### src/rtl/regfile_scb_if.sv
`default_nettype none
// ============================================================================
// Module   : regfile_scb_if
// Brief    : Read, write, allocate and dump signal bundle for regfile_scb.
// Revision : 1.0
// ============================================================================
interface regfile_scb_if #(
    parameter int DATA_WIDTH  = 32,
    parameter int ADDR_WIDTH  = 5,
    parameter int NB_RD_PORTS = 2
);
    logic [NB_RD_PORTS*ADDR_WIDTH-1:0] i_raddr;
    logic [NB_RD_PORTS*DATA_WIDTH-1:0] o_rdata;
    logic [NB_RD_PORTS-1:0]            o_rpend;
    logic                              i_wen;
    logic [ADDR_WIDTH-1:0]             i_waddr;
    logic [DATA_WIDTH-1:0]             i_wdata;
    logic                              i_alloc;
    logic [ADDR_WIDTH-1:0]             i_alloc_addr;
    logic                              i_dump_start;
    logic                              o_dump_valid;
    logic                              i_dump_ready;
    logic [ADDR_WIDTH-1:0]             o_dump_addr;
    logic [DATA_WIDTH-1:0]             o_dump_data;
    logic                              o_dump_done;

    modport slave (
        input  i_raddr, i_wen, i_waddr, i_wdata, i_alloc, i_alloc_addr,
               i_dump_start, i_dump_ready,
        output o_rdata, o_rpend, o_dump_valid, o_dump_addr, o_dump_data, o_dump_done
    );

    modport master (
        output i_raddr, i_wen, i_waddr, i_wdata, i_alloc, i_alloc_addr,
               i_dump_start, i_dump_ready,
        input  o_rdata, o_rpend, o_dump_valid, o_dump_addr, o_dump_data, o_dump_done
    );
endinterface
`default_nettype wire

### src/rtl/regfile_scb.sv
`default_nettype none
// ============================================================================
// Module   : regfile_scb
// Brief    : Multi-read-port register file with write bypass, pending-write
//            scoreboard and a handshaked sequential dump port.
// Revision : 1.0
// ============================================================================
module regfile_scb #(
    parameter int DATA_WIDTH  = 32,
    parameter int ADDR_WIDTH  = 5,
    parameter int NB_RD_PORTS = 2,
    parameter bit ZERO_REG    = 1'b1,
    parameter bit BYPASS      = 1'b1
) (
    input  logic          clk,
    input  logic          i_rst_n,
    regfile_scb_if.slave  bus
);
    localparam int DEPTH = 2**ADDR_WIDTH;
    localparam int NB_LK = NB_RD_PORTS + 1;

    typedef enum logic [1:0] {
        S_IDLE = 2'd0,
        S_RUN  = 2'd1,
        S_DONE = 2'd2
    } state_e;

    logic [DATA_WIDTH-1:0]             regs_q [DEPTH];
    logic [DEPTH-1:0]                  pend_q, pend_d;
    state_e                            state_q, state_d;
    logic [ADDR_WIDTH-1:0]             cnt_q, cnt_d;
    logic                              w_dump_valid, w_dump_done;
    logic                              w_wr_ok;
    logic [ADDR_WIDTH-1:0]             w_lk_addr [NB_LK];
    logic [DATA_WIDTH-1:0]             w_lk_data [NB_LK];
    logic [NB_RD_PORTS*DATA_WIDTH-1:0] w_rdata;
    logic [NB_RD_PORTS-1:0]            w_rpend;

    assign w_wr_ok = bus.i_wen && !(ZERO_REG && (bus.i_waddr == '0));

    always_ff @(posedge clk or negedge i_rst_n) begin
        if (!i_rst_n) begin
            for (int i = 0; i < DEPTH; i++) begin
                regs_q[i] <= '0;
            end
        end else if (w_wr_ok) begin
            regs_q[bus.i_waddr] <= bus.i_wdata;
        end
    end

    // Alloc is applied after the clear so a new producer supersedes the retiring one.
    always_comb begin
        pend_d = pend_q;
        for (int i = 0; i < DEPTH; i++) begin
            if (bus.i_wen && (bus.i_waddr == ADDR_WIDTH'(i))) begin
                pend_d[i] = 1'b0;
            end
            if (bus.i_alloc && (bus.i_alloc_addr == ADDR_WIDTH'(i))) begin
                pend_d[i] = 1'b1;
            end
        end
        if (ZERO_REG) begin
            pend_d[0] = 1'b0;
        end
    end

    always_ff @(posedge clk or negedge i_rst_n) begin
        if (!i_rst_n) begin
            pend_q <= '0;
        end else begin
            pend_q <= pend_d;
        end
    end

    // Lookup slots 0..NB_RD_PORTS-1 serve the read ports; the last serves the dump port.
    for (genvar k = 0; k < NB_RD_PORTS; k++) begin : g_rd
        assign w_lk_addr[k]                          = bus.i_raddr[k*ADDR_WIDTH +: ADDR_WIDTH];
        assign w_rdata[k*DATA_WIDTH +: DATA_WIDTH]   = w_lk_data[k];
        assign w_rpend[k]                            = pend_q[w_lk_addr[k]];
    end

    assign w_lk_addr[NB_RD_PORTS] = cnt_q;

    for (genvar k = 0; k < NB_LK; k++) begin : g_lk
        assign w_lk_data[k] =
            (ZERO_REG && (w_lk_addr[k] == '0))                    ? '0          :
            (BYPASS && bus.i_wen && (bus.i_waddr == w_lk_addr[k])) ? bus.i_wdata :
                                                                     regs_q[w_lk_addr[k]];
    end

    always_ff @(posedge clk or negedge i_rst_n) begin
        if (!i_rst_n) begin
            state_q <= S_IDLE;
            cnt_q   <= '0;
        end else begin
            state_q <= state_d;
            cnt_q   <= cnt_d;
        end
    end

    always_comb begin
        state_d      = state_q;
        cnt_d        = cnt_q;
        w_dump_valid = 1'b0;
        w_dump_done  = 1'b0;
        case (state_q)
            S_IDLE: begin
                if (bus.i_dump_start) begin
                    state_d = S_RUN;
                    cnt_d   = '0;
                end
            end
            S_RUN: begin
                w_dump_valid = 1'b1;
                if (bus.i_dump_ready) begin
                    if (&cnt_q) begin
                        state_d = S_DONE;
                    end else begin
                        cnt_d = cnt_q + 1'b1;
                    end
                end
            end
            S_DONE: begin
                w_dump_done = 1'b1;
                cnt_d       = '0;
                state_d     = S_IDLE;
            end
            default: begin
                state_d = S_IDLE;
                cnt_d   = '0;
            end
        endcase
    end

    assign bus.o_rdata      = w_rdata;
    assign bus.o_rpend      = w_rpend;
    assign bus.o_dump_valid = w_dump_valid;
    assign bus.o_dump_done  = w_dump_done;
    assign bus.o_dump_addr  = cnt_q;
    assign bus.o_dump_data  = w_lk_data[NB_RD_PORTS];
endmodule
`default_nettype wire

### src/flat_wrapper.sv
// flat-port wrapper written by rule: the top's interface ports become plain ports
module regfile_scb_flat 
#(
    parameter int DATA_WIDTH  = 32,
    parameter int ADDR_WIDTH  = 5,
    parameter int NB_RD_PORTS = 2,
    parameter bit ZERO_REG    = 1'b1,
    parameter bit BYPASS      = 1'b1
)
  (clk, i_rst_n, bus_i_raddr, bus_i_wen, bus_i_waddr, bus_i_wdata, bus_i_alloc, bus_i_alloc_addr, bus_i_dump_start, bus_i_dump_ready, bus_o_rdata, bus_o_rpend, bus_o_dump_valid, bus_o_dump_addr, bus_o_dump_data, bus_o_dump_done);
  regfile_scb_if #(.DATA_WIDTH(DATA_WIDTH), .ADDR_WIDTH(ADDR_WIDTH), .NB_RD_PORTS(NB_RD_PORTS)) bus_i ();
  input  logic clk;
  input  logic i_rst_n;
  input wire logic [$bits(bus_i.i_raddr)-1:0] bus_i_raddr;
  input wire logic [$bits(bus_i.i_wen)-1:0] bus_i_wen;
  input wire logic [$bits(bus_i.i_waddr)-1:0] bus_i_waddr;
  input wire logic [$bits(bus_i.i_wdata)-1:0] bus_i_wdata;
  input wire logic [$bits(bus_i.i_alloc)-1:0] bus_i_alloc;
  input wire logic [$bits(bus_i.i_alloc_addr)-1:0] bus_i_alloc_addr;
  input wire logic [$bits(bus_i.i_dump_start)-1:0] bus_i_dump_start;
  input wire logic [$bits(bus_i.i_dump_ready)-1:0] bus_i_dump_ready;
  output wire logic [$bits(bus_i.o_rdata)-1:0] bus_o_rdata;
  output wire logic [$bits(bus_i.o_rpend)-1:0] bus_o_rpend;
  output wire logic [$bits(bus_i.o_dump_valid)-1:0] bus_o_dump_valid;
  output wire logic [$bits(bus_i.o_dump_addr)-1:0] bus_o_dump_addr;
  output wire logic [$bits(bus_i.o_dump_data)-1:0] bus_o_dump_data;
  output wire logic [$bits(bus_i.o_dump_done)-1:0] bus_o_dump_done;
  assign bus_i.i_raddr = bus_i_raddr;
  assign bus_i.i_wen = bus_i_wen;
  assign bus_i.i_waddr = bus_i_waddr;
  assign bus_i.i_wdata = bus_i_wdata;
  assign bus_i.i_alloc = bus_i_alloc;
  assign bus_i.i_alloc_addr = bus_i_alloc_addr;
  assign bus_i.i_dump_start = bus_i_dump_start;
  assign bus_i.i_dump_ready = bus_i_dump_ready;
  assign bus_o_rdata = bus_i.o_rdata;
  assign bus_o_rpend = bus_i.o_rpend;
  assign bus_o_dump_valid = bus_i.o_dump_valid;
  assign bus_o_dump_addr = bus_i.o_dump_addr;
  assign bus_o_dump_data = bus_i.o_dump_data;
  assign bus_o_dump_done = bus_i.o_dump_done;
  regfile_scb #(.DATA_WIDTH(DATA_WIDTH), .ADDR_WIDTH(ADDR_WIDTH), .NB_RD_PORTS(NB_RD_PORTS), .ZERO_REG(ZERO_REG), .BYPASS(BYPASS)) u_core (.clk(clk), .i_rst_n(i_rst_n), .bus(bus_i));
endmodule
### config.mk
export PLATFORM = sky130hd
export DESIGN_NAME = regfile_scb_flat
export DESIGN_NICKNAME = d
export VERILOG_FILES = /design/src/rtl/regfile_scb_if.sv /design/src/rtl/regfile_scb.sv /design/src/flat_wrapper.sv
export SDC_FILE = /design/constraint.sdc
export NUM_CORES = 2
export LEC_CHECK = 0
export BUFFER_PORTS_ARGS = -buffer_cell sky130_fd_sc_hd__buf_2
export CORE_ASPECT_RATIO = 0.5
export CORE_UTILIZATION = 45
export CTS_CLUSTER_DIAMETER = 40
export DETAILED_ROUTE_END_ITERATION = 7
export SLEW_MARGIN = 5
export SYNTH_ARGS = -nofsm -noshare
export SYNTH_HDL_FRONTEND = slang
export SYNTH_SLANG_ARGS = --single-unit
### constraint.sdc
create_clock -name clk -period 2.8 [get_ports clk]
set_input_delay 0.14 -clock clk [delete_from_list [all_inputs] [get_ports clk]]
set_output_delay 0.14 -clock clk [all_outputs]
set_load 0.01 [all_outputs]
==> metrics.md <==
| Metric | Value |
|---|---|
| Status | `finished, violations left` |
| Failing checks | `design-rule violations, negative setup slack` |
| Root buffer cell | `clkbuf_16` |
| Final min period | `3.31 ns` |
| Initial core utilization | `45.6%` |
| FILL cells | `11,584` |
| Cts bufs inserted | `138` |
| Comb pwr share | `37.8%` |
| Largest area contributor in the netlist | `dfrtp_1` |
| Avg Vias per Cell | `7.30` |
| Placer Congestion | `0.939` |
| Clock power frac | `28.7%` |
| Core area | `144,000 sq um` |
| CP delay by family, top | `multiplexers` |
| Initial antenna violation count | `13` |
| Die area | `148,000 sq um` |
| Fin crit share | `118%` |
| Final setup violation count | `35` |
| Rows | `98` |
| CP max-delay cell | `mux4_2` |
| Syn-to-layout area delta | `20.3%` |
| Max-slew headroom | `34.9%` |
| DP Wirelength | `180,000 um` |
| DR WL met3 | `40,300 um` |
| Worst-path maximum fanout | `8` |
| Via count | `52,132` |
| Leak Pwr | `33.7 nW` |
| Routed Antenna Nets | `0` |
| Final Max Slew Viols | `0` |
| Crit path DAT | `3.17 ns` |
| Seq/Total Area, Yosys | `40.5%` |
| Max Root-Sink Buffers | `3` |
| Final Skew | `0.0270 ns` |
| Gr usage total | `38.2%` |
| Nets | `5,139` |
| Share of layout cells above drive strength 1 | `53.7%` |
| Met1 wire length | `109,000 um` |
| Fin. Hold Viols | `0` |
| Critical path class | `reg2out` |
| CTS sink count | `1,062` |
| DR top layer | `met5` |
| Residual DRC | `2` |
| Fmax | `302 MHz` |
| Syn Std Cell Area | `65,600 sq um` |
| Most frequent CP cell | `mux4_2` |
| Least-Margin Pin Slew | `0.975 ns` |
| WL per Instance | `39.7 um` |
| Slowest stage delay, CP | `0.49 ns` |
| Largest net degree at the start of global routing | `82` |
| Yosys warns | `0` |
| Synthesized flop and latch total | `1,062` |
| Maximum vdd drop | `0.410 mV` |
| CTS tree | `yes` |
| Internal power | `41.6 mW` |
| Max cap viols | `0` |
| Die height | `272 um` |
| Pre-CTS WS | `0.0371 ns` |
| CP Capture Type | `output port` |
| Setup ws final | `-0.514 ns` |
| Port buffer count | `162` |
| 1st-iter DRT viols | `7,454` |
| Vias in the first global route | `51,464` |
| Final core occ | `54.9%` |
| Crit-path cells | `buf_12, buf_16, mux4_2, mux4_2, nand2b_4, a32o_2, buf_6` |
| Most frequent cell after synthesis | `dfrtp_1` |
| Setup crit start kind | `register` |
| Synth top area share | `40.5%` |
| Worst hold path class | `in2reg` |
| Switching Fraction | `35.0%` |
| Worst-skew pair later-pin latency | `0.79 ns` |
| Final Power | `64.0 mW` |
| RSZ-0062 raised after global routing | `true` |
| H-Tree Depth | `4` |
| CP Buf/Inv Count | `3` |
| Global route overflow | `0` |
| Top cells by instance count after synthesis | `dfrtp_1, mux2_2, mux4_2, clkbuf_1, mux2i_1` |
| Avg Inst Size Synth | `13.8 sq um` |
| Router iterations before antenna repair | `8` |
| Syn_nets | `4,828` |
| Post-Route WL | `284,000 um` |
| Num ports | `163` |
| Ys flop type | `dfrtp_1` |
| First-pass GRT wire length | `399,000 um` |
| Tightest hold margin | `0.0452 ns` |
| P per Cell Area | `810 nW/um^2` |
| FFs w/ async S/R, synth | `100%` |
| Distinct cells, synth | `68` |
| CTS clk-pin slew, worst paths | `0.06 ns` |
| EDFF count, synth | `0` |
| Part of the power in registers | `33.6%` |
| Crit path required time | `2.66 ns` |
| Top post-synthesis cells by area | `dfrtp_1, mux4_2, mux2_2` |
| Net Switching | `22.4 mW` |
| Die span in x | `542 um` |
| Syn Inst Count | `4,767` |
| Met2 wire len | `119,000 um` |
-- power groups by stage --
stage | Combinational, mW | Clock, mW | Sequential, mW
2_1_floorplan | 13.4 | 0 | 20.4
3_3_place_gp | 19.9 | 0 | 21.3
3_5_place_dp | 20.2 | 0 | 21.6
4_1_cts | 22.9 | 18.4 | 21.2
5_1_grt | 24.9 | 19.1 | 21.8
6_report | 24.2 | 18.4 | 21.5
-- cell type report --
class	instances	area, sq um	share of cell area [%]
diodes	14	35.0	0.0444
clock buffers	166	3790	4.81
clock inverters	78	835	1.06
inverters	17	63.8	0.0808
multi-input cells	3133	37400	47.3
flip-flops and latches	1062	26600	33.7
well taps	1950	2440	3.09
repair buffers	726	7820	9.91
-- worst register-to-register path: cells and delay by family, from the launching register on --
| family | cells | cell delay, ns |
|---|---|---|
| simple gates | 3 | 0.48 |
| compound gates | 1 | 0.22 |
| flops | 1 | 0.51 |
| buf+inv | 6 | 0.91 |
| xor+xnor | 1 | 0.14 |
| fa+ha+maj | 2 | 0.41 |
-- flip-flops by register name, indices dropped and copies added (netlist names) --
name and flops:
u_core.state_q 2, u_core.regs_q 1024, u_core.bus.o_dump_addr 5, u_core.pend_q 31
-- cells in the final DEF, fill, tap and decap left out, types with 14 or more instances in the layout --
| master | count |
|---|---|
| dfrtp_1 | 1057 |
| mux2_2 | 1021 |
| mux4_2 | 627 |
| buf_4 | 332 |
| mux2i_1 | 316 |
| buf_12 | 150 |
| clkbuf_16 | 148 |
| buf_2 | 145 |
| nand2_1 | 127 |
| o21ai_0 | 105 |
| a21oi_1 | 85 |
| o22ai_1 | 80 |
| a22oi_1 | 75 |
| nor2_1 | 64 |
| a22o_1 | 63 |
| a221oi_1 | 44 |
| dlygate4sd3_1 | 32 |
| nand3_1 | 30 |
| buf_6 | 28 |
| a211oi_2 | 27 |
| o221ai_1 | 26 |
| a211oi_1 | 22 |
| buf_16 | 21 |
| nor2b_1 | 19 |
| nor3_1 | 19 |
| a21o_1 | 19 |
| a211o_1 | 18 |
| clkinvlp_4 | 18 |
| a221o_1 | 16 |
| clkinv_4 | 15 |
| clkinv_2 | 15 |
| diode_2 | 14 |
| xnor2_1 | 14 |
| nor2_4 | 14 |
| o22a_1 | 14 |
| clkbuf_8 | 14 |
-- cell families (layout without fill, tap and decap cells) --
logic type	Yosys count	count (layout)	share of synthesized area, %
and+or+nand+nor	383	383	2.80
AOI/OAI and AO/OA	756	756	8.20
buffers and inverters	572	987	4.23
other	0	14	0
DFF	1062	1062	40.5
adders and majority gates	3	3	0.0572
xor gates and xnor gates	17	17	0.227
muxes	1974	1974	44.0
-- metrics by stage --
step | area (sq um) | std cells | TNS (ns)
2_1_floorplan | 65600 | 4767 | 0
3_5_place_dp | 71500 | 6734 | 0
4_1_cts | 78300 | 7104 | -13.90
3_3_place_gp | 71500 | 6734 | 0
5_1_grt | 78900 | 7134 | -15.90
6_report | 79000 | 7146 | -14.28
-- metal layers --
layer / track usage, % / vias to the layer above
met5: 0 / -
met4: 18.2 / 12
met3: 15.7 / 870
met2: 53.7 / 4131
met1: 51.2 / 27547
li1: - / 19572
-- worst paths after layout --
check                                               start                        end  slack (ns)  cells after the start
worst max-delay path            u_core.bus.o_dump_addr[0]        bus_o_dump_data[31]       -0.51                      7
worst min-delay path                      bus_i_wdata[12]         u_core.regs_q[748]        0.05                      2
worst max register to register  u_core.bus.o_dump_addr[0]  u_core.bus.o_dump_addr[3]        0.04                     13
worst min register to register         u_core.regs_q[996]         u_core.regs_q[996]        0.42                      0
max in group asynchronous                         i_rst_n         u_core.regs_q[321]        1.17                      4
min in group asynchronous                         i_rst_n         u_core.regs_q[417]        0.54                      3
-- timing repair --
action | in CTS | in global routing
setup endpoints to repair | 46 | 52
hold endpoints to repair | 634 | 0
buffers inserted | 81 | 28
cloned | 16 | 5
hold buffers | 32 | 0
gates resized for setup | 164 | 80
pin swaps | 67 | 40
(Power assumes the default switching activity.)
